==> src/rtl/ascon_ctrl_fsm.sv <==
// ASCON-128 encryption sequencer: steps permutation_final through init, AD, PT and finalization,
// requesting one data block per absorb cycle and stalling while the feeder has none.
module ascon_ctrl_fsm #(
  parameter int NB_AD = 1,
  parameter int NB_PT = 4
) (
  input  logic       clock_i,
  input  logic       reset_i,
  input  logic       start_i,
  input  logic       data_valid_i,
  output logic       select_o,
  output logic       enable_o,
  output logic [3:0] round_o,
  output logic [1:0] etat_up_o,
  output logic [1:0] etat_down_o,
  output logic       enable_cipher_o,
  output logic       enable_tag_o,
  output logic       data_req_o,
  output logic [7:0] block_idx_o,
  output logic       busy_o,
  output logic       done_o
);

  // state | meaning
  // IDLE  | waiting for start_i
  // INIT  | p12 on IV||K||N, key XOR after last round
  // AD    | p6 per associated-data block, domain bit after last block
  // PT    | p6 per plaintext block except the last
  // FINAL | last PT block absorbed with key, p12, tag capture
  // DONE  | one-cycle completion pulse
  typedef enum logic [2:0] {
    S_IDLE, S_INIT, S_AD, S_PT, S_FINAL, S_DONE
  } state_t;

  localparam logic [7:0] LAST_AD = 8'(NB_AD - 1);
  localparam logic [7:0] LAST_PT = 8'(NB_PT - 1);

  state_t     state, state_n;
  logic [3:0] rnd, rnd_n;
  logic [7:0] blk, blk_n;
  logic       absorb, stall;

  always_ff @(posedge clock_i) begin
    if (reset_i) begin
      state <= S_IDLE;
      rnd   <= 4'd0;
      blk   <= 8'd0;
    end else begin
      state <= state_n;
      rnd   <= rnd_n;
      blk   <= blk_n;
    end
  end

  always_comb begin
    state_n         = state;
    rnd_n           = rnd;
    blk_n           = blk;
    select_o        = 1'b0;
    enable_o        = 1'b0;
    round_o         = 4'd0;
    etat_up_o       = 2'd0;
    etat_down_o     = 2'd0;
    enable_cipher_o = 1'b0;
    enable_tag_o    = 1'b0;
    data_req_o      = 1'b0;
    block_idx_o     = 8'd0;
    busy_o          = 1'b0;
    done_o          = 1'b0;

    absorb = ((state == S_AD || state == S_PT) && rnd == 4'd6) ||
             (state == S_FINAL && rnd == 4'd0);
    stall  = absorb && !data_valid_i;

    case (state)
      S_IDLE: begin
        if (start_i) begin
          state_n = S_INIT;
          rnd_n   = 4'd0;
          blk_n   = 8'd0;
        end
      end
      S_INIT: begin
        busy_o   = 1'b1;
        enable_o = 1'b1;
        round_o  = rnd;
        select_o = (rnd == 4'd0);
        if (rnd == 4'd11) begin
          etat_down_o = 2'd1;
          state_n     = S_AD;
          rnd_n       = 4'd6;
          blk_n       = 8'd0;
        end else begin
          rnd_n = rnd + 4'd1;
        end
      end
      S_AD: begin
        busy_o   = 1'b1;
        round_o  = rnd;
        enable_o = !stall;
        if (absorb) begin
          data_req_o  = 1'b1;
          block_idx_o = blk;
          etat_up_o   = stall ? 2'd0 : 2'd1;
        end
        if (rnd == 4'd11) begin
          if (blk == LAST_AD) begin
            etat_down_o = 2'd2;
            blk_n       = 8'd0;
            // a single PT block is absorbed directly by finalization
            if (NB_PT == 1) begin
              state_n = S_FINAL;
              rnd_n   = 4'd0;
            end else begin
              state_n = S_PT;
              rnd_n   = 4'd6;
            end
          end else begin
            blk_n = blk + 8'd1;
            rnd_n = 4'd6;
          end
        end else if (!stall) begin
          rnd_n = rnd + 4'd1;
        end
      end
      S_PT: begin
        busy_o   = 1'b1;
        round_o  = rnd;
        enable_o = !stall;
        if (absorb) begin
          data_req_o      = 1'b1;
          block_idx_o     = blk;
          etat_up_o       = stall ? 2'd0 : 2'd1;
          enable_cipher_o = !stall;
        end
        if (rnd == 4'd11) begin
          if (blk + 8'd1 == LAST_PT) begin
            state_n = S_FINAL;
            rnd_n   = 4'd0;
            blk_n   = 8'd0;
          end else begin
            blk_n = blk + 8'd1;
            rnd_n = 4'd6;
          end
        end else if (!stall) begin
          rnd_n = rnd + 4'd1;
        end
      end
      S_FINAL: begin
        busy_o   = 1'b1;
        round_o  = rnd;
        enable_o = !stall;
        if (absorb) begin
          data_req_o      = 1'b1;
          block_idx_o     = LAST_PT;
          etat_up_o       = stall ? 2'd0 : 2'd3;
          enable_cipher_o = !stall;
        end
        if (rnd == 4'd11) begin
          etat_down_o  = 2'd1;
          enable_tag_o = 1'b1;
          state_n      = S_DONE;
          rnd_n        = 4'd0;
        end else if (!stall) begin
          rnd_n = rnd + 4'd1;
        end
      end
      S_DONE: begin
        done_o  = 1'b1;
        state_n = S_IDLE;
      end
      default: begin
        state_n = S_IDLE;
        rnd_n   = 4'd0;
        blk_n   = 8'd0;
      end
    endcase
  end

endmodule

==> config.mk <==
export PLATFORM = sky130hd
export DESIGN_NAME = ascon_ctrl_fsm
export DESIGN_NICKNAME = d
export VERILOG_FILES = /design/src/rtl/ascon_ctrl_fsm.sv
export SDC_FILE = /design/constraint.sdc
export NUM_CORES = 1
export LEC_CHECK = 0
export ABC_AREA = 1
export CAP_MARGIN = 0
export CORE_ASPECT_RATIO = 2
export CORE_MARGIN = 3
export CORE_UTILIZATION = 50
export DETAILED_ROUTE_END_ITERATION = 12
export GPL_ROUTABILITY_DRIVEN = 0
export GPL_TIMING_DRIVEN = 0
export PLACE_DENSITY_LB_ADDON = 0.12
export SLEW_MARGIN = 20
export SYNTH_ARGS = -nofsm -noshare
export SYNTH_HDL_FRONTEND = slang
export SYNTH_SLANG_ARGS = --single-unit
==> constraint.sdc <==
create_clock -name clock_i -period 3.4 [get_ports clock_i]
set_clock_uncertainty 0.2 [all_clocks]
set_input_delay 0.68 -clock clock_i [delete_from_list [all_inputs] [get_ports clock_i]]
set_output_delay 0.68 -clock clock_i [all_outputs]
set_load 0.02 [all_outputs]
After elaboration in Yosys (flattened, before gate mapping) --
Index checks and enable logic that the tools add are counted.
Storage, ports and cells: memory bits (writable) 0, bits of input ports 4, flip-flop bits (word level) 15, memories 0, bits in latches 0, word-level logic and storage cells 87, bits in read-only memories 0
Cells by class: $mul 0, reduce and logical (&&, ||, !) cells 19, add/sub/neg operators 2, equality and inequality tests 15, shifts and indexed selects 0, order comparisons 0, muxes and demuxes 46, bitwise operators 2, divide/modulo/power cells 0
Operators with widths (number):
- $mux W8 | 7
- $pmux W8 S5 | 1
- $mux W4 | 7
- $mux W3 | 8
- $pmux W4 S6 | 1
- $pmux W8 S2 | 1
- $pmux W3 S5 | 1
- $mux W1 | 12
- $mux W2 | 5
- $ne A2 B1 Y1 const B | 5
- $add A8 B1 Y8 const B | 1
- $eq A8 B2 Y1 const B | 1
- $logic_not A8 Y1 | 1
- $pmux W2 S2 | 2
- $reduce_or A2 Y1 | 4
- $reduce_and A7 Y1 | 1
- $eq A3 B2 Y1 const B | 2
- $eq A3 B3 Y1 const B | 2
- $reduce_and A5 Y1 | 1
- $add A4 B1 Y4 const B | 1
- $eq A4 B3 Y1 const B | 1
- $eq A4 B4 Y1 const B | 1
- $logic_not A4 Y1 | 1
- $ne A2 B2 Y1 const B | 2
- 10 further kinds | 15

Longest topological paths before layout --
word-level depth 8, depth in mapped cells 13, mapped depth without buffers 13

Worst setup path before layout --
OpenSTA, ideal clock, no wires.
path kind register to output, start point reg rnd[0], end point out block_idx_o[2], cell stages (with the launch flop) 7, path buffers 0, path slack 901 ps, arrival 1619 ps, cells stage by stage dfxtp_1 > inv_1 > ha_1 > nand4_2 > nand2_2 > clkinv_1 > nor3_1
On the way: cells in the longest elaborated chain, start to end 5, elaborated cells between the ends (all ways) 7, those cells by class eq/ne (1); mux (2); reduce/logical (4)
Ends and longest elaborated chain:
- start: declaration | line 39 | logic [3:0] rnd, rnd_n;
- start signal: assignment | line 50 | rnd <= rnd_n;
- $eq A4 B3 Y1 / $logic_not A4 Y1 (equally long branches) | line 71, 72
- $logic_and A1 B1 Y1 (on tied branches) | line 71, 72
- $logic_or A1 B1 Y1 (*) | line 71 | absorb = ((state == S_AD || state == S_PT) && rnd == 4'd6) ||
- $mux W8 (*) | line 101, 130
- $pmux W8 S2 (*) | line 75 | case (state)
- end: declaration | line 19 | output logic [7:0] block_idx_o,
Every way passes the cells marked *; elsewhere a longest branch is shown, timed or not.

Final worst setup path --
start point reg rnd[1], end point out etat_up_o[1]
On the way: cells in the longest elaborated chain, start to end 7, elaborated cells between the ends (all ways) 9, those cells by class eq/ne (1); mux (3); reduce/logical (5)
Ends and longest elaborated chain:
- $eq A4 B3 Y1 / $logic_not A4 Y1 (equally long branches) | line 71, 72
- $logic_and A1 B1 Y1 (on tied branches) | line 71, 72
- $logic_or A1 B1 Y1 (*) | line 71
- $logic_and A1 B1 Y1 | line 73 | stall = absorb && !data_valid_i;
- $mux W2 | line 156 | etat_up_o = stall ? 2'd0 : 2'd3;
- $mux W2 (*) | line 153 | if (absorb) begin
- $pmux W2 S2 (*) | line 75
- end: declaration | line 14 | output logic [1:0] etat_up_o,
Marks and branches as above.

==> key figures <==
Run status
  • Outcome: complete, no violations

Logic synthesis
  • Top FF cell, synth: dfxtp_1
  • Post-synthesis mux area share: 0
  • Post-synthesis register bit count: 15
  • Post-synth EDFFs: 0
  • Gate count of the mapped netlist: 220
  • Leading area contributor after synthesis: dfxtp_1
  • Post-synth ARST share: 0
  • Synth cell count leaders: nand2_1, inv_1, nand3_1
  • Complex-gate fraction of the synthesized area: 0.115
  • Most common cell in the synthesized netlist: nand2_1
  • Synth unique cells: 29
  • Top cell type's share of synthesized area: 0.226
  • Syn avg cell area: between 6 and 7 um2
  • Main combinational cell family by area after synthesis: simple AND/OR/NAND/NOR gates
  • Syn Std Cell Area: 0.00133 mm2
  • Synth Area in XOR/XNOR: 0.00660
  • Synth area leaders: dfxtp_1, nand2_1, nand3_1
  • Post-synthesis sequential area ratio: 0.226
  • Syn Nets: 230
  • Fraction of the mapped netlist area in simple logic gates: 0.466
  • YS warnings: 0
  • Post-Synth Adder-Cell Area: 0.0566

Die
  • Die outline height: 78.9 um
  • Boundary Pins: 27
  • Die Wd: 42.4 um
  • Die area: around 0.0033 mm2
  • Core Region: 0.00244 mm2
  • Starting Density: 0.544
  • Row count: 25

Clock network
  • Cts hold-fix bufs: 0
  • CTS tree: done
  • H-Tree Depth: 1
  • Root Driver: clkbuf_8
  • Clk_lat worst skew: 0.25 ns
  • Max Root-Sink Buffers: 2
  • Clock sink count: 15
  • Clock Pin Slew Worst Setup and Hold Paths: 0.07 ns
  • Inserted Clock Buffers: 3

Cells and area
  • ANT cells: 0
  • Area Overhead vs Synth: 26.3%
  • Share of cells above drive strength 1: 0.132
  • Nets: 261
  • Non-Filler Instances: 277
  • Fin util: 0.687

Global route
  • Gr usage total: 0.243
  • Vias in the first global route: 1496
  • Initial antenna violation count: 0
  • First-pass GRT wire length: 6350 um
  • Total gr overflow: 0
  • Largest net degree at the start of global routing: 11

Placed design
  • Final HPWL DP: 2960 um
  • IO Port Bufs: 26
  • Place WS: ~0.37 ns
  • Placed cell count: 273

Timing
  • Worst-margin pin slew: between 0.6 and 0.7 ns
  • Rel. slew slack: 0.568
  • Final-report hold violation count: 0
  • Minimum clock period: 3.25 ns
  • Setup_tns: 0 ns
  • Max Slew Vio Count: 0
  • Final setup viols: 0
  • F_max: 308 MHz
  • Setup WS post-layout: between 0.15 and 0.2 ns
  • Final period utilization: 0.956

Detailed routing
  • Iteration count of the initial detailed-routing pass: 4
  • Post-route ant nets: 0
  • Drt wl/cell: 13.6 um
  • DR DRC count: 0
  • DR WL met3: 120 um
  • Uppermost layer routed: met4
  • Final WL: 3760 um
  • DRC marker count from the first detailed-route iteration: 41
  • Routed vias: 1498
  • Vias/cell: roughly 5.4
  • Wire length on met2: 2100 um
  • M1 WL: 1340 um

Power
  • Leak pwr: 0.749 nW
  • P per Cell Area: 596 mW/mm2
  • Pwr Total: approximately 1000 uW
  • VDD IR-drop max: 0.478 mV

Setup path
  • Setup Crit Path Kind: reg -> out
  • CP Launch Type: flop
  • CP Max Fanout: 9
  • R2r setup slk: 1.33 ns
  • R2r endpoint: blk[7]
  • Worst Setup End Kind: primary output
  • Worst r2r src: rnd[1]
  • Number of cells on the worst reg-to-reg path: 9
  • CP required: 2.52 ns
  • CP arrival: ~2.4 ns

Job
  • Max-cap violation count: 0

Worst hold path
  • Hold Path Class: reg -> reg
  • WHS Path Cells: 2
  • Hold Path Sink: blk[7]
  • Min-delay src: blk[7]
==> repair_timing <==
action / in CTS / in global routing
setup buffers: 0 / 0
gates resized for setup: 0 / 2
endpoints found under the setup margin: 0 / 8
hold endpoints to repair: 0 / 0
==> placed cells by master, fill, tap and decap left out, drive strengths merged, types with 3 or more instances in the layout <==
cell and n:
inv 36, nand2 59, dfxtp 15, clkdlybuf4s50 26, ha 6, nand4 6
nor3 14, o21ai 6, buf 3, nand3 26, nor2 25, clkbuf 4
a21oi 14
==> power by group <==
part	internal (mW)	leakage [nW]	switching, mW	total (mW)
Combinational	0.216	0.601	0.401	0.617
Sequential	0.200	0.122	0.0332	0.233
Clock	0.0812	0.0255	0.0669	0.148
==> critical path: stages (launching register included) <==
cell and delay [ns]:
dfxtp_1 0.46, ha_1 0.20, nand4_1 0.17, nand2_2 0.21, clkinvlp_4 0.24, nor3_2 0.20, clkdlybuf4s50_1 0.63
==> stage by stage <==
| stage | hold slack [ns] | instance area, um2 |
|---|---|---|
| after CTS | 0.329 | 1670 |
| final | 0.330 | 1680 |
| after global placement | 0.311 | 1620 |
| after global routing | 0.349 | 1680 |
| after detailed placement | 0.318 | 1620 |
| after floorplan | 0.271 | 1330 |
==> how the worst max path moves through the flow <==
stage	start	endpoint	cells after the start
2_1_floorplan	rnd[0]	block_idx_o[2]	6
3_3_place_gp	data_valid_i	etat_up_o[1]	4
3_5_place_dp	data_valid_i	etat_up_o[1]	4
4_1_cts	rnd[1]	etat_up_o[1]	6
5_1_grt	state[1]	etat_up_o[1]	8
6_report	rnd[1]	etat_up_o[1]	6
==> area by class of cell <==
type	instances	area, um2
inverters	38	150
plain buffers	4	26.3
well taps	27	33.8
multi-input cells	163	860
fillers	238	763
repair buffers	26	260
clock inverters	1	5.00
clock buffers	3	41.3
flip-flops and latches	15	300
==> cell families after synthesis <==
kind of cell,Yosys count
simple gates,130
buf+inv,42
compound gates,26
flops,15
fa+ha+maj,6
xor+xnor,1
==> registers in the layout, indices dropped and copies added (netlist names) <==
| signal | count |
|---|---|
| blk | 8 |
| rnd | 4 |
| state | 3 |
==> per-layer routing <==
layer | vias to the layer above | GRT usage
met2 | 45 | 0.466
met1 | 665 | 0.230
met3 | 17 | 0.0249
met5 | - | 0
li1 | 771 | -
met4 | 0 | 0.156
(Power assumes the default switching activity.)
